### src/rtl/win_eval_sched.sv
// -----------------------------------------------------------------------------
// win_eval_sched
//   Collects fixed-length windows of a 1-bit sample stream. Each window is
//   scored as a hit when its ones count equals TARGET. The verdict is offered
//   through a valid/ready handshake. Windows repeat back to back until a stop
//   request is seen, and the current window always finishes first.
//
// Parameters
//   WIN_LEN  samples per window (1..15)
//   TARGET   ones count that makes a hit (0..WIN_LEN)
//
// Ports
//   clk        rising-edge clock
//   reset      asynchronous active-high reset
//   start      begin windowed evaluation (used only in IDLE)
//   stop       finish after the current window
//   w          sample stream
//   res_ready  consumer accepts the offered result
//   busy       high whenever the block is not IDLE
//   res_valid  result offered (REPORT state)
//   res_hit    window verdict, meaningful while res_valid is high
//   win_cnt    accepted results, wraps modulo 256
//   hit_cnt    accepted hits, saturating at 255 (only when the
//              WIN_EVAL_HIT_CNT_EN macro is defined)
// -----------------------------------------------------------------------------
module win_eval_sched #(
    parameter int WIN_LEN = 3,
    parameter int TARGET  = 2
) (
    input  logic       clk,
    input  logic       reset,
    input  logic       start,
    input  logic       stop,
    input  logic       w,
    input  logic       res_ready,
    output logic       busy,
    output logic       res_valid,
    output logic       res_hit,
`ifdef WIN_EVAL_HIT_CNT_EN
    output logic [7:0] hit_cnt,
`endif
    output logic [7:0] win_cnt
);

    typedef enum logic [1:0] {
        IDLE   = 2'd0,
        SAMPLE = 2'd1,
        REPORT = 2'd2
    } state_t;

    localparam logic [3:0] LAST_IDX = 4'(WIN_LEN - 1);
    localparam logic [3:0] HIT_ONES = 4'(TARGET);

    state_t     state;
    state_t     state_next;
    logic [3:0] idx;
    logic [3:0] ones;
    logic [3:0] ones_next;
    logic       hit_r;
    logic       stop_pend;

    // WIN_LEN <= 15, so four bits hold the largest possible count.
    assign ones_next = ones + {3'b000, w};

    assign busy      = (state != IDLE);
    assign res_valid = (state == REPORT);
    assign res_hit   = hit_r & res_valid;

    // NOTE: every signal written here gets a default first; a path that leaves
    // one unassigned would infer a latch.
    always_comb begin
        state_next = state;
        unique case (state)
            IDLE:    if (start) state_next = SAMPLE;
            SAMPLE:  if (idx == LAST_IDX) state_next = REPORT;
            REPORT:  if (res_ready) state_next = (stop_pend || stop) ? IDLE : SAMPLE;
            default: state_next = IDLE;
        endcase
    end

    // NOTE: sequential state uses non-blocking assignments so every register
    // sees the values from before the edge, independent of statement order.
    always_ff @(posedge clk or posedge reset) begin
        if (reset) begin
            state     <= IDLE;
            idx       <= '0;
            ones      <= '0;
            hit_r     <= 1'b0;
            stop_pend <= 1'b0;
            win_cnt   <= '0;
`ifdef WIN_EVAL_HIT_CNT_EN
            hit_cnt   <= '0;
`endif
        end else begin
            state <= state_next;
            unique case (state)
                IDLE: begin
                    if (start) begin
                        idx       <= '0;
                        ones      <= '0;
                        // start together with stop runs exactly one window.
                        stop_pend <= stop;
                    end
                end
                SAMPLE: begin
                    ones <= ones_next;
                    idx  <= idx + 4'd1;
                    if (stop) stop_pend <= 1'b1;
                    // Verdict includes the final sample taken on this edge.
                    if (idx == LAST_IDX) hit_r <= (ones_next == HIT_ONES);
                end
                REPORT: begin
                    // w is ignored here; the verdict stays frozen until accepted.
                    if (res_ready) begin
                        idx       <= '0;
                        ones      <= '0;
                        stop_pend <= 1'b0;
                        win_cnt   <= win_cnt + 8'd1;
`ifdef WIN_EVAL_HIT_CNT_EN
                        if (hit_r && hit_cnt != 8'hFF) hit_cnt <= hit_cnt + 8'd1;
`endif
                    end else if (stop) begin
                        stop_pend <= 1'b1;
                    end
                end
                default: ;
            endcase
        end
    end

endmodule

### config.mk
export PLATFORM = sky130hd
export DESIGN_NAME = win_eval_sched
export DESIGN_NICKNAME = d
export VERILOG_FILES = /design/src/rtl/win_eval_sched.sv
export SDC_FILE = /design/constraint.sdc
export NUM_CORES = 1
export LEC_CHECK = 0
export ABC_AREA = 1
export BUFFER_PORTS_ARGS = -buffer_cell sky130_fd_sc_hd__buf_2
export CORE_UTILIZATION = 58
export CTS_CLUSTER_SIZE = 25
export DETAILED_ROUTE_END_ITERATION = 10
export GPL_TIMING_DRIVEN = 0
export PLACE_DENSITY = 0.81
export SLEW_MARGIN = 20
export SYNTH_ARGS = -nofsm -noshare
export SYNTH_HDL_FRONTEND = slang
export SYNTH_SLANG_ARGS = --single-unit
### constraint.sdc
create_clock -name clk -period 2.9 [get_ports clk]
set_input_delay 0.145 -clock clk [delete_from_list [all_inputs] [get_ports clk]]
set_output_delay 0.145 -clock clk [all_outputs]
set_load 0.1 [all_outputs]
==> flow_metrics.tcl <==
set metrics [dict create \
    tightest_slew_ns 0.778 \
    crit_path_start_kind "flip-flop" \
    nFillCells 143 \
    dp_hpwl_mm 1.70 \
    synth_top_area_share_pct 42.7 \
    ff2ff_path_depth 6 \
    clockBufferDepth 2 \
    grt_pass1_vias 859 \
    hold_viol_final 0 \
    hp-class "in -> reg" \
    core_region_area_um2 1800 \
    yosys-top-cells-count "48 x nand2_1, 23 x inv_1, 20 x dfrtp_1" \
    setup_viol 0 \
    async_reset_ff_share_pct 100 \
    grt_pass1_wl_mm 3.68 \
    overflow 0 \
    p_leak_nw 0.772 \
    fin_ws_ns 1.14 \
    wl_mm 2.17 \
    gp_congestion 0.810 \
    period_minus_slack_ns 1.76 \
    slew_headroom_pct 48.1 \
    cts_made_buffers 3 \
    synth_fp_nets 158 \
    ioPinCount 17 \
    ys_types 19 \
    fin_nets 180 \
    worstPathRequired_ns 2.76 \
    slew_viol_final 0 \
    synth_seq_cells 20 \
    dieArea_um2 2210 \
    grt_use_total_pct 24.1 \
    drtIter0Drc 17 \
    insertion_delay_ns 0.30 \
    timing.reg2reg.setup_slack_ns 1.47 \
    post_cts_buffers 0 \
    design_area_um2 1330 \
    dieHeight_um 47.0 \
    dr.pass1.iters 4 \
    drive_gt1_share_pct 17.2 \
    dpl_worst_slack_ns 1.48 \
    cts_tree "done" \
    io_buffers 16 \
    num_vias 942 \
    clock_skew_ns 0.00104 \
    start_util_pct 65.1 \
    ys.warnings.count 0 \
    multi_input_area_um2 586 \
    ys_seq_area_share_pct 42.7 \
    finalCritPeriodShare_pct 60.5 \
    synthCells 142 \
    wl_met3_um 48 \
    synth_edf_count 0 \
    yosysMostFrequentCell "nand2_1" \
    crit_type "reg -> out" \
    drtAntennaViolNets 0 \
    place_area_um2 1280 \
    synth_flop_cell "dfrtp_1" \
    via_per_inst 5.01 \
    tns_ns 0 \
    ys_top_cells_by_area "dfrtp_1 43%, nand2_1 15%, ha_1 11%" \
    rsz0062_at_grt "false" \
    diodes 0 \
    clockRootBuffer "clkbuf_4" \
    grt_max_degree 21 \
    crit_fanout 4 \
    wire_per_inst_um 11.5 \
    wl_met2_mm 1.09 \
    fp-row-count 15 \
    syn_to_final_growth_pct 13.4 \
    htreeDepth 1 \
    routed.top_layer "met4" \
    synth_area_leader_cell "dfrtp_1" \
    power.density_nw_per_um2 1000 \
    drcViolationCount 0 \
    power_mw 1.34 \
    crit_path_end_kind "output port" \
    synth_area_um2 1170 \
    die_width_um 47.0 \
    holdPathStages 4 \
    drv_cap 0 \
    vdd_drop_max_mv 0.572 \
    worstPathArrival_ns 1.61 \
    clock_sinks 20 \
    antenna_found_initial 0 \
    regArea_um2 500 \
    synth_area_per_cell_um2 8.26 \
    wl_met1_mm 1.01 \
    path_clk_slew_ns 0.11 \
    fmaxAchievable_mhz 570 \
    outcome "complete, no violations" \
]
-- worst paths after layout --
kind | endpoint | from
max | res_hit | state[0]
min | ones[0] | w
max reg2reg | win_cnt[5] | state[0]
min reg2reg | ones[0] | ones[0]
max in group asynchronous | idx[0] | reset
min in group asynchronous | win_cnt[5] | reset
-- critical path, cell delays in order, from the launching register on --
cell and delay (ns):
dfrtp_1 0.43, inv_1 0.11, ha_1 0.24, nand2_1 0.07, inv_1 0.05, buf_2 0.41
-- power breakdown --
part	internal [mW]	switching [mW]	leakage [nW]
sequential	0.350	0.0713	0.260
clock	0.0765	0.0857	0.0210
combinational	0.173	0.579	0.492
total	0.599	0.736	0.772
-- cells by family (layout without fill, tap and decap cells) --
logic type / after synthesis / in the layout / share of synthesized area [%]
simple gates: 75 / 75 / 30.2
fa+ha+maj: 10 / 10 / 10.7
compound gates: 5 / 5 / 2.13
buf+inv: 23 / 44 / 7.36
mux: 1 / 1 / 0.960
xor+xnor: 8 / 8 / 5.98
flops: 20 / 20 / 42.7
-- flip-flops by register name, summed over array words and instances, names as in the netlist --
name and count:
win_cnt 8, state 2, hit_r 1, stop_pend 1, ones 4, idx 4
-- layout by cell type (no fill, tap or decap) --
master,netlist,layout
nand2_1,48,48
inv_1,23,23
dfrtp_1,20,20
buf_2,0,16
nand3_1,12,12
ha_1,10,10
xor2_1,6,6
nor2_1,4,4
nand4_1,3,3
o21ai_0,3,3
clkbuf_4,0,3
nor2_2,2,2
nand2_2,2,2
xnor2_1,2,2
nand3b_4,1,1
nor2_4,1,1
nor3_4,1,1
nand3b_1,1,1
mux2_2,1,1
a21oi_1,1,1
o21ai_1,1,1
clkbuf_8,0,1
dlygate4sd3_1,0,1
-- routing by layer --
layer,vias up,global-route usage [%]
li1,483,-
met1,440,32.4
met2,15,39.2
met3,4,3.46
met4,0,9.71
met5,-,0
-- area by class of cell --
type / instances / area share [%]
multi-input combinational: 99 / 44.0
sequential: 20 / 37.6
timing repair buffer: 17 / 6.77
inverter: 23 / 6.49
clock buffer: 4 / 2.73
tap: 25 / 2.35
-- metrics by stage --
step	hold slack, ns	cells	util [%]
floorplan	0.109	142	-
global placement	0.308	183	71.3
detailed placement	0.329	183	71.3
CTS	0.187	188	73.8
global route	0.211	188	73.8
finish	0.197	188	73.8
-- what timing repair did --
item | CTS | global route
gates resized for setup | 0 | 0
hold buffers | 1 | 0
setup endpoints to repair | 0 | 0
endpoints found under the hold margin | 20 | 0
Note: power is estimated with default switching activity, not from simulation.
